<file path="config.mk">
export PLATFORM = sky130hd
export DESIGN_NAME = gf180mcu_ro_meas_ctrl
export DESIGN_NICKNAME = d
export VERILOG_FILES = /design/src/rtl/gf180mcu_ro_meas_pkg.sv /design/src/rtl/gf180mcu_ro_meas_sync.sv /design/src/rtl/gf180mcu_ro_meas_ctrl.sv
export SDC_FILE = /design/constraint.sdc
export NUM_CORES = 1
export LEC_CHECK = 0
export CAP_MARGIN = 0
export CORE_ASPECT_RATIO = 0.5
export CORE_MARGIN = 3
export CORE_UTILIZATION = 54
export DETAILED_ROUTE_END_ITERATION = 8
export PLACE_DENSITY = 0.73
export REMOVE_ABC_BUFFERS = 1
export SETUP_SLACK_MARGIN = 0.5
export SLEW_MARGIN = 40
export SYNTH_ARGS = -nofsm -noshare
export SYNTH_HDL_FRONTEND = slang
export SYNTH_SLANG_ARGS = --single-unit
</file>
<file path="constraint.sdc">
create_clock -name CLK -period 3.8 [get_ports CLK]
set_input_delay 1.14 -clock CLK [delete_from_list [all_inputs] [get_ports CLK]]
set_output_delay 1.14 -clock CLK [all_outputs]
set_load 0.02 [all_outputs]
</file>
<file path="src/rtl/gf180mcu_ro_meas_pkg.sv">
// Shared types and defaults for the ring-oscillator measurement sequencer.
// RO_MEAS_CTRL_AVG_EN selects the 4-pass averaging build.
package gf180mcu_ro_meas_pkg;

   typedef enum logic [1:0] {
      IDLE,
      SETTLE,
      MEASURE,
      REPORT
   } state_t;

   localparam int DEF_NUM_RO     = 4;
   localparam int DEF_SEL_W      = 2;
   localparam int DEF_CNT_W      = 16;
   localparam int DEF_WIN_W      = 16;
   localparam int DEF_SETTLE_CYC = 32;

   localparam int AVG_PASSES = 4;
   localparam int AVG_SH     = $clog2(AVG_PASSES);

endpackage

</file>
<file path="src/rtl/gf180mcu_ro_meas_sync.sv">
// Two-flop synchroniser for an asynchronous ring output, plus a
// rising-edge detector built from a third flop.
module gf180mcu_ro_meas_sync (
   input  logic clk,
   input  logic rst,
   input  logic d,
   output logic rise
);

   logic s1;
   logic s2;
   logic s3;

   always_ff @(posedge clk) begin
      if (rst) begin
         s1 <= 1'b0;
         s2 <= 1'b0;
         s3 <= 1'b0;
      end else begin
         s1 <= d;
         s2 <= s1;
         s3 <= s2;
      end
   end

   assign rise = s2 & ~s3;

endmodule

</file>
<file path="src/rtl/gf180mcu_ro_meas_ctrl.sv">
// Ring-oscillator monitor sequencer: select, settle, count, report.
// Define RO_MEAS_CTRL_AVG_EN to average four measurement windows per START.
module gf180mcu_ro_meas_ctrl
   import gf180mcu_ro_meas_pkg::*;
#(
   parameter int NUM_RO     = DEF_NUM_RO,
   parameter int SEL_W      = DEF_SEL_W,
   parameter int CNT_W      = DEF_CNT_W,
   parameter int WIN_W      = DEF_WIN_W,
   parameter int SETTLE_CYC = DEF_SETTLE_CYC
) (
   input  logic              CLK,
   input  logic              RST,
   input  logic              START,
   input  logic [SEL_W-1:0]  RO_SEL,
   input  logic [WIN_W-1:0]  WIN,
   input  logic [NUM_RO-1:0] RO_IN,
   output logic [NUM_RO-1:0] RO_EN,
   output logic              BUSY,
   output logic              DONE,
   output logic [CNT_W-1:0]  COUNT,
   output logic              OVF
);

   localparam int ST_W = (SETTLE_CYC > 1) ? $clog2(SETTLE_CYC) : 1;

   state_t state;
   state_t state_nxt;

   logic [SEL_W-1:0]  sel_q;
   logic [WIN_W-1:0]  win_q;
   logic [ST_W-1:0]   st_cnt;
   logic [WIN_W-1:0]  win_cnt;
   logic [CNT_W-1:0]  edge_cnt;
   logic [CNT_W-1:0]  edge_nxt;
   logic              ovf_acc;
   logic              ovf_nxt;
   logic [NUM_RO-1:0] en_q;
   logic [NUM_RO-1:0] en_dec;
   logic [CNT_W-1:0]  count_q;
   logic              ovf_q;
   logic              ro_bit;
   logic              rise;
   logic              last_pass;

`ifdef RO_MEAS_CTRL_AVG_EN
   logic [1:0]              pass;
   logic [CNT_W+AVG_SH-1:0] acc;
   logic [CNT_W+AVG_SH-1:0] acc_sum;

   assign acc_sum   = acc + {{AVG_SH{1'b0}}, edge_nxt};
   assign last_pass = (pass == 2'(AVG_PASSES - 1));
`else
   assign last_pass = 1'b1;
`endif

   // Out-of-range selects decode to no enable and a constant-low ring.
   always_comb begin
      en_dec = '0;
      for (int i = 0; i < NUM_RO; i++) begin
         if (RO_SEL == SEL_W'(i)) en_dec[i] = 1'b1;
      end
   end

   always_comb begin
      ro_bit = 1'b0;
      for (int i = 0; i < NUM_RO; i++) begin
         if (sel_q == SEL_W'(i)) ro_bit = RO_IN[i];
      end
   end

   gf180mcu_ro_meas_sync u_sync (
      .clk  (CLK),
      .rst  (RST),
      .d    (ro_bit),
      .rise (rise)
   );

   assign edge_nxt = (rise && !(&edge_cnt)) ? edge_cnt + CNT_W'(1)
                                            : edge_cnt;
   assign ovf_nxt  = ovf_acc | (rise & (&edge_cnt));

   always_comb begin
      state_nxt = state;
      case (state)
         IDLE: begin
            if (START) state_nxt = SETTLE;
         end
         SETTLE: begin
            if (st_cnt == '0) begin
               state_nxt = (win_q == '0) ? REPORT : MEASURE;
            end
         end
         MEASURE: begin
            if (win_cnt == '0 && last_pass) state_nxt = REPORT;
         end
         REPORT: begin
            state_nxt = IDLE;
         end
         default: state_nxt = IDLE;
      endcase
   end

   always_ff @(posedge CLK) begin
      if (RST) state <= IDLE;
      else     state <= state_nxt;
   end

   always_ff @(posedge CLK) begin
      if (RST) begin
         sel_q    <= '0;
         win_q    <= '0;
         st_cnt   <= '0;
         win_cnt  <= '0;
         edge_cnt <= '0;
         ovf_acc  <= 1'b0;
         en_q     <= '0;
         count_q  <= '0;
         ovf_q    <= 1'b0;
`ifdef RO_MEAS_CTRL_AVG_EN
         pass     <= '0;
         acc      <= '0;
`endif
      end else begin
         case (state)
            IDLE: begin
               if (START) begin
                  sel_q  <= RO_SEL;
                  win_q  <= WIN;
                  en_q   <= en_dec;
                  st_cnt <= ST_W'(SETTLE_CYC - 1);
               end
            end
            SETTLE: begin
               st_cnt <= st_cnt - ST_W'(1);
               if (st_cnt == '0) begin
                  edge_cnt <= '0;
                  ovf_acc  <= 1'b0;
                  win_cnt  <= win_q - WIN_W'(1);
`ifdef RO_MEAS_CTRL_AVG_EN
                  pass     <= '0;
                  acc      <= '0;
`endif
                  if (win_q == '0) begin
                     count_q <= '0;
                     ovf_q   <= 1'b0;
                  end
               end
            end
            MEASURE: begin
               edge_cnt <= edge_nxt;
               ovf_acc  <= ovf_nxt;
               win_cnt  <= win_cnt - WIN_W'(1);
               if (win_cnt == '0) begin
`ifdef RO_MEAS_CTRL_AVG_EN
                  if (last_pass) begin
                     count_q <= acc_sum[CNT_W+AVG_SH-1:AVG_SH];
                     ovf_q   <= ovf_nxt;
                  end else begin
                     acc      <= acc_sum;
                     pass     <= pass + 2'd1;
                     edge_cnt <= '0;
                     win_cnt  <= win_q - WIN_W'(1);
                  end
`else
                  count_q <= edge_nxt;
                  ovf_q   <= ovf_nxt;
`endif
               end
            end
            REPORT: begin
               en_q <= '0;
            end
            default: en_q <= '0;
         endcase
      end
   end

   assign RO_EN = en_q;
   assign BUSY  = (state != IDLE);
   assign DONE  = (state == REPORT);
   assign COUNT = count_q;
   assign OVF   = ovf_q;

endmodule

</file>
==> results.cfg <==
[routing]
totalWireLength_um = 10300
firstDrtPassIters = 5
wl_met1_um = 4970
wl_per_cell_um = 15.5
dr.first_iter.drc_count = 216
met3_length_um = 397
route.top_layer_used = met5
drc_errors = 0
vias_per_cell = 5.92
wl_met2_um = 4810
ant_nets = 0
dr_total_vias = 3937

[power]
sequentialPowerShare_pct = 32.8
total_power_mw = 3.51
ir_worst_vdd_uv = 481
clock_power_share_pct = 24.3
p_sw_mw = 1.38
p_int_mw = 2.13
power_frac_comb_pct = 42.9
leakage_nw = 1.74
netSwitchingFraction_pct = 39.4
pwr_density_cell_nw_per_um2 = 677

[sta]
period_share_pct = 78.6
max_freq_ghz = 0.335
tns_ns = 0
fin_skew_ns = 0.00693
hold_viol = 0
period_needed_ns = 2.99
finalSetupViolCount = 0
slew_viol_final = 0
worst_pin_slew_ns = 0.732
setup_slack_ns = 0.813
slew_headroom_pct = 50.8
rsz0062_at_grt = false

[finish]
diodes = 0
finalInstanceArea_um2 = 5180
final_cells = 665
area_delta_synth_final_pct = 20.1
nets = 587
drive_above_1_share_pct = 7.54

[flow_run]
maxCapViolCount = 0

[grt]
antenna_found_initial = 1
grt_pass1_vias = 3669
grt_first_pass_wirelength_um = 17700
grt_max_degree = 63
grt.overflow.total = 0
grt_usage_pct = 23.0

[floorplan]
row_count = 22
pin_count = 48
fp.dieH_um = 69.2
core_area_um2 = 7540
initial_core_util_pct = 57.2
die_width_um = 132
fp.dieArea_um2 = 9170

[clock_tree]
tritoncts = built
numClockSinks = 82
clkLatencyLatePin_ns = 0.34
clk_path_buf_depth = 2
cts_resized = 0
htree_levels = 3
numCtsBuffers = 9
postCtsHoldBufs = 0
cts_root_buf = clkbuf_16
cts_setup_buffers = 0
clkTransAtPathRegs_ns = 0.06

[yosys]
seq_area_frac_synth_pct = 38.0
ys.flop_type = dfxtp_1
synth_area_per_cell_um2 = 8.33
yosys.area.top_type_share_pct = 38.0
yosysTopAreaCell = dfxtp_1
syn_inst = 518
synth.distinct_cells = 62
yosys_warnings = 0
ys_ff_latch = 82
syn-cell-area_um2 = 4320
synth.most_common_cell = dfxtp_1
synth_edf_count = 0
asyncSetResetFlopFracSynth_pct = 0
ys_top_cells_by_area = dfxtp_1, nand2_1, a21oi_1
synth_top_cells_by_count = dfxtp_1, nand2_1, a21oi_1

[worst_setup_path]
rr_endpoint = win_cnt[6]$_SDFFE_PP0P_
rr_worst_depth = 8
path_class = reg2out
crit_required_ns = 2.66
start_kind = register
cp_max_fo = 7
r2r-start = state[0]$_SDFFE_PP0P_
cp.arrival_ns = 1.85
cp-end-kind = output pin
rrSetupSlack_ns = 0.98

[placement]
dp.cells = 650
placed_cell_area_um2 = 4880
dp_slack_ns = 1.01
dp_hpwl_um = 7190
place.gp.congestion = 0.841
numPortBuffers = 47

[worst_hold_path]
hold_class = reg2reg
hold_start = u_sync.s1$_SDFF_PP0_
min_path_cells = 1
min_to = u_sync.s2$_SDFF_PP0_

[outcome]
status = complete, no violations
[critical path: stages, from the launching register on]
cell and delay, ns:
dfxtp_1 0.39, inv_1 0.10, ha_1 0.27, inv_1 0.14
clkdlybuf4s50_1 0.62
[power by group through the flow]
stage / clock network, mW / logic (mW) / registers (mW)
global route: 0.901 / 1.67 / 1.17
finish: 0.853 / 1.50 / 1.15
detailed placement: 0 / 1.47 / 1.16
global placement: 0 / 1.45 / 1.16
CTS: 0.865 / 1.48 / 1.14
floorplan: 0 / 1.07 / 1.13
[layout by cell type, fill, tap and decap left out, drive strengths merged, types with 8 or more instances in the layout]
cell type	instances
buf	12
dfxtp	82
nor2b	8
ha	8
o2bb2ai	14
nand4	10
nor4	10
a31oi	8
nand3b	12
nand3	18
clkdlybuf4s50	46
a21oi	46
clkbuf	12
mux2i	15
nor3	12
nor2	22
o21ai	24
xnor2	8
nand2b	8
inv	8
xor2	11
nand2	69
[logic make-up (layout without fill, tap and decap cells)]
family / count (synthesis) / after routing / share of synthesized area (%)
AND/OR/NAND/NOR: 211 / 211 / 26.1
multiplexers: 17 / 17 / 4.26
AO/OA/AOI/OAI: 140 / 140 / 21.8
buffers and inverters: 41 / 80 / 3.71
flip-flops: 82 / 82 / 38.0
XOR/XNOR: 19 / 19 / 3.86
adder cells (fa/ha/maj): 8 / 8 / 2.32
[how the worst max path moves through the flow]
stage               cells after the start                   from  slack (ns)                 endpoint
finish                                  4  state[1]$_SDFFE_PP0P_        0.81                     BUSY
global route                            8  state[0]$_SDFFE_PP0P_        0.74  win_cnt[6]$_SDFFE_PP0P_
CTS                                     4  state[1]$_SDFFE_PP0P_        0.81                     BUSY
detailed placement                      7                  START        1.01   st_cnt[4]$_SDFFE_PP0P_
global placement                        7                  START        1.03   st_cnt[4]$_SDFFE_PP0P_
floorplan                               6  state[0]$_SDFFE_PP0P_        0.63  win_cnt[8]$_SDFFE_PP0P_
[metrics by stage]
| stage | hold slack, ns | utilization, % |
|---|---|---|
| after floorplan | 0.414 | - |
| after global placement | 0.428 | 64.6 |
| after detailed placement | 0.423 | 64.6 |
| after CTS | 0.437 | 68.4 |
| after global routing | 0.470 | 68.7 |
| final | 0.434 | 68.7 |
[sequential cells by signal (all words and copies together), names as in the netlist]
signal     cells
RO_EN          4
sel_q          2
state          2
u_sync.s2      1
u_sync.s1      1
u_sync.s3      1
st_cnt         5
ovf_acc        1
COUNT         16
win_cnt       16
win_q         16
OVF            1
edge_cnt      16
[layer usage]
layer | track usage, % | up-vias
met5 | 0 | -
met4 | 4.95 | 2
met3 | 6.52 | 14
met2 | 36.8 | 63
met1 | 31.3 | 1876
li1 | - | 1982
[final cells by class]
type / count / area, um^2
multi-input cells: 395 / 2530
fillers: 661 / 2360
flip-flops and latches: 82 / 1640
repair buffers: 58 / 556
clock buffers: 12 / 246
well taps: 108 / 135
clock inverters: 2 / 38.8
inverters: 8 / 30.0
(Power assumes the default switching activity.)
